## config.mk

```make
export PLATFORM = sky130hd
export DESIGN_NAME = rf_write_arbiter
export DESIGN_NICKNAME = d
export VERILOG_FILES = /design/src/rtl/rf_arb_pkg.sv /design/src/rtl/rf_arb_starve_ctr.sv /design/src/rtl/rf_write_arbiter.sv
export SDC_FILE = /design/constraint.sdc
export NUM_CORES = 1
export LEC_CHECK = 0
export CAP_MARGIN = 20
export CORE_MARGIN = 2
export CORE_UTILIZATION = 34
export CTS_CLUSTER_DIAMETER = 60
export CTS_CLUSTER_SIZE = 8
export DETAILED_ROUTE_END_ITERATION = 16
export PLACE_DENSITY = 0.82
export SLEW_MARGIN = 20
export SYNTH_ARGS = -nofsm -noshare
export SYNTH_HDL_FRONTEND = slang
export SYNTH_HIERARCHICAL = 1
export SYNTH_SLANG_ARGS = --single-unit
```

## constraint.sdc

```tcl
create_clock -name CLK -period 2.2 [get_ports CLK]
set_input_delay 0.33 -clock CLK [delete_from_list [all_inputs] [get_ports CLK]]
set_output_delay 0.33 -clock CLK [all_outputs]
set_load 0.02 [all_outputs]
```

## src/rtl/rf_arb_pkg.sv

```systemverilog
// Shared types and constants for the register-file write-port arbiter.
package rf_arb_pkg;
  localparam int RF_ADDR_W   = 5;
  localparam int RF_XLEN     = 32;
  localparam int RF_LAST_REG = 31;

  typedef enum logic [1:0] {GNT_NONE, GNT_WB, GNT_LONG, GNT_DBG} gnt_t;
  typedef enum logic {ST_INIT, ST_RUN} rf_arb_state_t;
endpackage

```

## src/rtl/rf_arb_starve_ctr.sv

```systemverilog
// Saturating wait counter for one secondary requester; flags when it reaches LIMIT.
module rf_arb_starve_ctr #(
  parameter int LIMIT = 8
) (
  input  logic clk,
  input  logic rst_n,
  input  logic valid,
  input  logic ready,
  output logic starved
);
  logic [7:0] cnt;

  always_ff @(posedge clk or negedge rst_n) begin
    if (!rst_n)                 cnt <= '0;
    else if (!valid || ready)   cnt <= '0;
    else if (cnt != 8'(LIMIT))  cnt <= cnt + 8'd1;
  end

  assign starved = (cnt == 8'(LIMIT));
endmodule

```

## src/rtl/rf_write_arbiter.sv

```systemverilog
// Single write port of the 32x32 register file: zero-sweep after reset, then
// WB-first arbitration with round-robin between the long unit and debug port.
module rf_write_arbiter
  import rf_arb_pkg::*;
#(
  parameter bit CLEAR_ON_RESET = 1'b1,
  parameter int STARVE_LIMIT   = 8
) (
  input  logic                 CLK,
  input  logic                 RST_N,
  input  logic                 WB_WE,
  input  logic [RF_ADDR_W-1:0] WB_ADDR,
  input  logic [RF_XLEN-1:0]   WB_DATA,
  input  logic                 LONG_VALID,
  input  logic [RF_ADDR_W-1:0] LONG_ADDR,
  input  logic [RF_XLEN-1:0]   LONG_DATA,
  output logic                 LONG_READY,
  input  logic                 DBG_VALID,
  input  logic [RF_ADDR_W-1:0] DBG_ADDR,
  input  logic [RF_XLEN-1:0]   DBG_DATA,
  output logic                 DBG_READY,
  output logic                 WE3,
  output logic [RF_ADDR_W-1:0] A3,
  output logic [RF_XLEN-1:0]   WD3,
  output logic                 INIT_BUSY,
  output logic                 WB_HOLD,
  output logic                 WB_DROP_ERR
);
  rf_arb_state_t        state, state_nxt;
  logic [RF_ADDR_W-1:0] cnt;
  logic                 rr;
  logic                 drop_err;
  gnt_t                 gnt;
  logic                 long_starved, dbg_starved;

  always_ff @(posedge CLK or negedge RST_N) begin
    if (!RST_N) state <= CLEAR_ON_RESET ? ST_INIT : ST_RUN;
    else        state <= state_nxt;
  end

  // Write-port outputs are gated by RST_N so the port is quiet while reset is held.
  always_comb begin
    state_nxt  = state;
    gnt        = GNT_NONE;
    WE3        = 1'b0;
    A3         = '0;
    WD3        = '0;
    LONG_READY = 1'b0;
    DBG_READY  = 1'b0;
    if (RST_N) begin
      if (state == ST_INIT) begin
        WE3 = 1'b1;
        A3  = cnt;
        if (cnt == RF_ADDR_W'(RF_LAST_REG)) state_nxt = ST_RUN;
      end else begin
        if (WB_WE)                          gnt = GNT_WB;
        else if (LONG_VALID && DBG_VALID)   gnt = rr ? GNT_DBG : GNT_LONG;
        else if (LONG_VALID)                gnt = GNT_LONG;
        else if (DBG_VALID)                 gnt = GNT_DBG;
        case (gnt)
          GNT_WB: begin
            WE3 = (WB_ADDR != '0);
            A3  = WB_ADDR;
            WD3 = WB_DATA;
          end
          GNT_LONG: begin
            LONG_READY = 1'b1;
            WE3 = (LONG_ADDR != '0);
            A3  = LONG_ADDR;
            WD3 = LONG_DATA;
          end
          GNT_DBG: begin
            DBG_READY = 1'b1;
            WE3 = (DBG_ADDR != '0);
            A3  = DBG_ADDR;
            WD3 = DBG_DATA;
          end
          default: ;
        endcase
      end
    end
  end

  // rr points at the secondary that did not win the last handshake.
  always_ff @(posedge CLK or negedge RST_N) begin
    if (!RST_N) begin
      cnt      <= RF_ADDR_W'(1);
      rr       <= 1'b0;
      drop_err <= 1'b0;
    end else begin
      if (state == ST_INIT) begin
        cnt <= cnt + RF_ADDR_W'(1);
        if (WB_WE) drop_err <= 1'b1;
      end
      if (gnt == GNT_LONG)     rr <= 1'b1;
      else if (gnt == GNT_DBG) rr <= 1'b0;
    end
  end

  rf_arb_starve_ctr #(.LIMIT(STARVE_LIMIT)) u_long_starve (
    .clk(CLK), .rst_n(RST_N), .valid(LONG_VALID), .ready(LONG_READY), .starved(long_starved)
  );

  rf_arb_starve_ctr #(.LIMIT(STARVE_LIMIT)) u_dbg_starve (
    .clk(CLK), .rst_n(RST_N), .valid(DBG_VALID), .ready(DBG_READY), .starved(dbg_starved)
  );

  assign INIT_BUSY   = (state == ST_INIT);
  assign WB_HOLD     = long_starved | dbg_starved;
  assign WB_DROP_ERR = drop_err;
endmodule

```

==> summary.md, run 1 <==
| Metric | Value |
|---|---|
| Area Growth Syn to Fin | 90.6% |
| RePlAce Congestion | 0.968 |
| PD cells | 372 nW/µm² |
| Slew @ Worst Pin | 0.347 ns |
| Worst VDD drop | 0.222 mV |
| Data arrival time of the critical path | 1.79 ns |
| Clk buf depth | 2 |
| Worst Skew | 0.00315 ns |
| Routed WL per cell | 17.3 µm |
| Seq cells post-synth | 24 |
| Die Ht | 81.0 µm |
| Pre-Repair DR Iteration Count | 7 |
| I/O pin total | 159 |
| Startpoint types | input pin |
| Leakage Power | 1.68 nW |
| Ys async rst share | 1.00 |
| H-Tree Depth | 1 |
| Final worst path period need | 2.12 ns |
| First-pass GRT wire length | 12,700 µm |
| RSZ-0062 raised after global routing | false |
| Commonest non-fill, non-tap cells in the layout | clkdlybuf4s50_1 (110), nor2_1 (41), buf_4 (36) |
| Number of port buffers | 158 |
| Max cap viols | 0 |
| Main flop type after synthesis | dfrtp_1 |
| Final setup TNS | 0 ns |
| Post-synthesis sequential area ratio | 0.299 |
| Synth cell types | 48 |
| Worst Path Required | 1.87 ns |
| Synth Area per Inst | 8.39 µm² |
| Relative slew slack | 0.769 |
| Synth Warn # | 6 |
| F_max | 471 MHz |
| Most Used Layer, Global Route | met2 |
| Vias/cell | 5.48 |
| 1st-iter DRT viols | 283 |
| Met3 GRT Util | 0.0633 |
| Number of global-route vias before repair | 2,608 |
| P_int | 0.982 mW |
| Total CTS buffers | 3 |
| Min-delay worst type | in2reg |
| Largest net degree at the start of global routing | 24 |
| Layout cells sized above 1 | 0.213 |
| Worst-Skew Late Latency | 0.26 ns |
| Nets | 546 |
| Mapped Nets | 362 |
| Antenna Nets Post-Route | 0 |
| Max FO, Critical Path | 16 |
| Gate Count Post-Synth | 240 |
| Final worst-path cycle share | 0.965 |
| Final antenna diode count | 0 |
| EDFF count, synth | 0 |
| GRT overflow | 0 |
| Net Sw Frac | 0.313 |
| Clock network fraction of total power | 0.208 |
| Met1 usage | 0.307 |
| Gr usage total | 0.250 |
| Core area | 5820 µm² |
| Antenna violations before repair | 0 |
| Via count | 2,728 |
| Setup violations, final | 0 |
| Residual DRC | 0 |
| Die ar. | 6560 µm² |
| M2 GR Usage | 0.431 |
| Switching pwr | 0.447 mW |
| CTS root buffer | clkbuf_8 |
| Slew Viols, Final | 0 |
| Crit end category | output port |
| Total Wirelength | 8640 µm |
| Status | finished clean |
| Initial Util | 0.346 |
| Fin. Hold Viols | 0 |
| CTS tree | yes |
| Post-synthesis cell area | 2010 µm² |
| Commonest non-fill, non-tap cell in the layout | clkdlybuf4s50_1 |
| Combinational Power Share | 0.464 |
| Die Wd | 81.0 µm |
| Hpwl dp | 7170 µm |
| Hold_buf cts | 0 |
| Sequential share of power | 0.328 |
| Site row count | 28 |
| CTS sink count | 24 |
| Clock transition at path regs | 0.08 ns |
| Final instance area | 3840 µm² |
| WS Path Type | in2out |
| DP Area | 3910 µm² |
==> cells in the mapped netlist, drive strengths merged (2+ instances only) <==
master | number | area [µm²]
a222oi | 32 | 320
nand2 | 20 | 75.1
mux2i | 2 | 20.0
nand3 | 8 | 40.0
inv | 9 | 36.3
nor2b | 3 | 21.3
xnor2 | 4 | 35.0
xor2 | 4 | 35.0
nand2b | 2 | 12.5
or3 | 8 | 51.3
or4 | 3 | 22.5
and2 | 2 | 12.5
dfrtp | 23 | 576
o21ai | 16 | 80.1
buf | 15 | 103
mux2 | 2 | 22.5
clkbuf | 3 | 11.3
a31oi | 2 | 12.5
nor3 | 3 | 20.0
nand4 | 5 | 37.5
nor3b | 4 | 35.0
ha | 6 | 75.1
a221oi | 5 | 43.8
a21oi | 7 | 35.0
nor2 | 42 | 165
==> routing by layer <==
metal | up-vias | share of wire
li1 | 1296 | -
met1 | 1272 | 0.38
met2 | 144 | 0.52
met3 | 16 | 0.084
met4 | 0 | 0.020
met5 | - | 0
==> timing repair <==
item / 4_1_cts / 5_1_grt
endpoints found under the setup margin: 42 / 40
gates resized for setup: 61 / 61
buffers inserted: 0 / 1
pin swaps: 4 / 8
==> flip-flops by register name, summed over array words and instances, names as in the netlist <==
signal,cells
WB_DROP_ERR,1
cnt,5
rr,1
state,1
u_dbg_starve/cnt,8
u_long_starve/cnt,8
==> worst paths after layout <==
kind,startpoint,end,slack (ns),cells after the start
max in group asynchronous,RST_N,cnt[0]$_DFFE_PN1N_,1.45,3
min,LONG_VALID,rr$_DFFE_PN0P_,0.43,3
max reg2reg,rr$_DFFE_PN0P_,u_dbg_starve/cnt[2]$_DFFE_PN0P_,0.35,9
max,RST_N,WD3[13],0.08,7
min reg2reg,WB_DROP_ERR$_DFFE_PN0P_,WB_DROP_ERR$_DFFE_PN0P_,0.48,1
min in group asynchronous,RST_N,u_long_starve/cnt[7]$_DFFE_PN0P_,0.50,3
==> kinds of logic (layout without fill, tap and decap cells) <==
logic type      Yosys count  in the layout  share of synthesized area
flops                    24             24                      0.299
buf+inv                  27            210                     0.0745
xor+xnor                  8              8                     0.0348
fa+ha+maj                 6              6                     0.0373
mux                       4              4                     0.0211
simple gates            105            105                      0.265
compound gates           66             66                      0.269
==> worst max-delay path: stages <==
cell,delay (ns)
clkdlybuf4s50_1,0.46
buf_4,0.15
o311ai_4,0.11
buf_6,0.16
buf_12,0.14
nor2_1,0.09
dlygate4sd2_1,0.35
==> layout make-up <==
cell class / count / area (µm²)
fill: 537 / 1980
timing repair buffer: 197 / 1760
multi-input combinational: 189 / 1290
sequential: 24 / 603
tap: 75 / 93.8
clock buffer: 4 / 55.1
inverter: 9 / 36.3
==> through the flow <==
step           std cells  hold slack [ns]  power, mW  setup WS (ns)   util
4_1_cts              497            0.473       1.43        0.00449  0.675
3_3_place_gp         493            0.454       1.16         -0.521  0.671
5_1_grt              498            0.460       1.50        0.00231  0.660
6_report             498            0.426       1.43         0.0775  0.660
2_1_floorplan        240           0.0344      0.741         0.0957      -
3_5_place_dp         493            0.453       1.17         -0.533  0.671
==> power by group through the flow <==
| stage | Clock (mW) | Sequential, mW | Combinational [mW] |
|---|---|---|---|
| 4_1_cts | 0.303 | 0.470 | 0.660 |
| 5_1_grt | 0.325 | 0.471 | 0.708 |
| 2_1_floorplan | 0 | 0.480 | 0.262 |
| 3_5_place_dp | 0 | 0.477 | 0.692 |
| 3_3_place_gp | 0 | 0.475 | 0.681 |
| 6_report | 0.297 | 0.469 | 0.663 |
(Power assumes the default switching activity.)
==> inputs of run 2 (changes only) <==
==> constraint.sdc (replaced) <==
create_clock -name CLK -period 2.05 [get_ports CLK]
set_input_delay 0.3075 -clock CLK [delete_from_list [all_inputs] [get_ports CLK]]
set_output_delay 0.3075 -clock CLK [all_outputs]
set_load 0.02 [all_outputs]
==> summary.md, run 2 (same netlist as run 1, synthesis figures left out) <==
| Metric | Value |
|---|---|
| Crit end category | output port |
| Worst hold slack | 0.220 ns |
| CTS sink count | 24 |
| Total CTS buffers | 3 |
| Layout Cells excl Fill | 507 |
| Vias/cell | 5.60 |
| Critical Path Max Stage Delay | 0.44 ns |
| Data arrival time of the critical path | 1.79 ns |
| Gr usage total | 0.281 |
| Layout cells sized above 1 | 0.269 |
| H-Tree Depth | 1 |
| Fin. Hold Viols | 0 |
| Commonest non-fill, non-tap cell in the layout | clkdlybuf4s50_1 |
| Worst Path Required | 1.74 ns |
| Largest net degree at the start of global routing | 35 |
| Clk buf depth | 2 |
| Die Wd | 81.0 µm |
| Relative slew slack | 0.757 |
| Die ar. | 6560 µm² |
| Slew @ Worst Pin | 0.365 ns |
| Die Ht | 81.0 µm |
| Met1 WL | 3780 µm |
| Pre-Repair DR Iteration Count | 8 |
| Antenna violations before repair | 0 |
| Area of the multi-input gates | 1320 µm² |
| GRT overflow | 0 |
| Setup violations, final | 16 |
| Antenna Nets Post-Route | 0 |
| Final antenna diode count | 0 |
| Failing checks | negative setup slack |
| WS Path Type | reg2out |
| Clock network fraction of total power | 0.184 |
| Min-delay worst type | in2async |
| Worst path bufs/invs | 3 |
| Slew Viols, Final | 0 |
| DR top layer | met4 |
| RSZ-0062 raised after global routing | true |
| Layout fillers | 466 |
| Hold_buf cts | 0 |
| Number of global-route vias before repair | 2,726 |
| Worst Skew | 0.00869 ns |
| Status | finished, violations left |
| Area occupied by registers | 602 µm² |
| First-pass GRT wire length | 14,100 µm |
| Switching pwr | 0.521 mW |
| Net Sw Frac | 0.326 |
| Place WS | -0.604 ns |
| Sequential share of power | 0.313 |
| Total Wirelength | 9770 µm |
| Core area | 5820 µm² |
| RePlAce Congestion | 0.832 |
| Leakage Power | 1.77 nW |
| CTS root buffer | clkbuf_8 |
| Dpl cells | 495 |
| I/O pin total | 159 |
| Slowest CP cell | dfrtp_1 |
| Worst-Skew Late Latency | 0.27 ns |
| PD cells | 399 nW/µm² |
| Hpwl dp | 7570 µm |
| Most frequent cell on the critical path | buf_12 |
| Max FO, Critical Path | 12 |
| Site row count | 28 |
| Routed WL per cell | 19.3 µm |
| Final worst path period need | 2.10 ns |
| CTS tree | yes |
| Number of port buffers | 158 |
| Combinational Power Share | 0.504 |
| Residual DRC | 0 |
| Top delay family on crit path | buffers and inverters |
| Commonest non-fill, non-tap cells in the layout | clkdlybuf4s50_1 (109), buf_4 (46), nor2_1 (40) |
| Crit-path cells | nor2b_4 > nor3b_4 > buf_12 > buf_12 > a222oi_1 > nor2_1 > buf_4 |
| Final instance area | 4020 µm² |
| Final setup TNS | -0.267 ns |
| Top Registers | u_dbg_starve/cnt x8, u_long_starve/cnt x8, cnt x5 |
| Worst VDD drop | 0.251 mV |
| Max cap viols | 0 |
| Area Growth Syn to Fin | 99.4% |
| Clock transition at path regs | 0.09 ns |
| F_max | 477 MHz |
| P_int | 1.08 mW |
| Startpoint types | flop |
| Nets | 555 |
| Final worst-path cycle share | 1.02 |
| Met2 Routed Length | 5000 µm |
| Setup ws final | -0.0472 ns |
| 1st-iter DRT viols | 284 |
| DP Area | 3980 µm² |
| Met3 WL | 774 µm |
| Via count | 2,837 |
| Initial Util | 0.346 |
run 2: changes by cell type in the layout (fill, tap and decap cells not counted), moves of 3 or more:
cell             before  now
clkbuf_2             26    3
buf_12                3    8
buf_4                36   46
clkdlybuf4s15_1       5    2
buf_2                 2   27
dlygate4sd2_1        13    4
run 2: power by group through the flow:
stage	clock network [mW]	logic (mW)	registers, mW
after floorplan	0	0.282	0.515
after global placement	0	0.767	0.507
after detailed placement	0	0.783	0.508
after CTS	0.298	0.767	0.500
after global routing	0.316	0.856	0.503
final	0.294	0.806	0.501
run 2: final timing paths:
kind                               startpoint                              end  slack (ns)  depth (start not counted)
setup / recovery               rr$_DFFE_PN0P_                          WD3[16]       -0.05                          7
hold / removal                          RST_N               cnt[2]$_DFFE_PN0N_        0.22                          2
setup reg to reg               rr$_DFFE_PN0P_  u_dbg_starve/cnt[2]$_DFFE_PN0P_        0.13                         10
hold reg to reg            cnt[0]$_DFFE_PN1N_               cnt[0]$_DFFE_PN1N_        0.51                          1
max in group asynchronous               RST_N               cnt[0]$_DFFE_PN1N_        1.28                          3
min in group CLK           cnt[0]$_DFFE_PN1N_               cnt[0]$_DFFE_PN1N_        0.51                          1
run 2: stage by stage:
stage / util / power [mW]
finish: 0.691 / 1.60
global route: 0.691 / 1.68
CTS: 0.678 / 1.57
detailed placement: 0.684 / 1.29
global placement: 0.684 / 1.27
floorplan: - / 0.797
run 2: metal layers:
metal  vias up  GRT usage
li1       1323          -
met1      1354      0.371
met2       144      0.484
met3        16     0.0378
met4         0     0.0695
met5         -          0
run 2: cell type report:
class / count / area share
Sequential cell: 24 / 0.150
Clock buffer: 4 / 0.0112
Multi-Input combinational cell: 189 / 0.330
Timing Repair Buffer: 206 / 0.477
Tap cell: 75 / 0.0234
Inverter: 9 / 0.00903
run 2: what timing repair did:
item,4_1_cts,5_1_grt
setup endpoints to repair,44,41
gates cloned,1,2
gates resized for setup,168,28
setup buffers,2,3
hold endpoints to repair,0,0
pin swaps,12,16
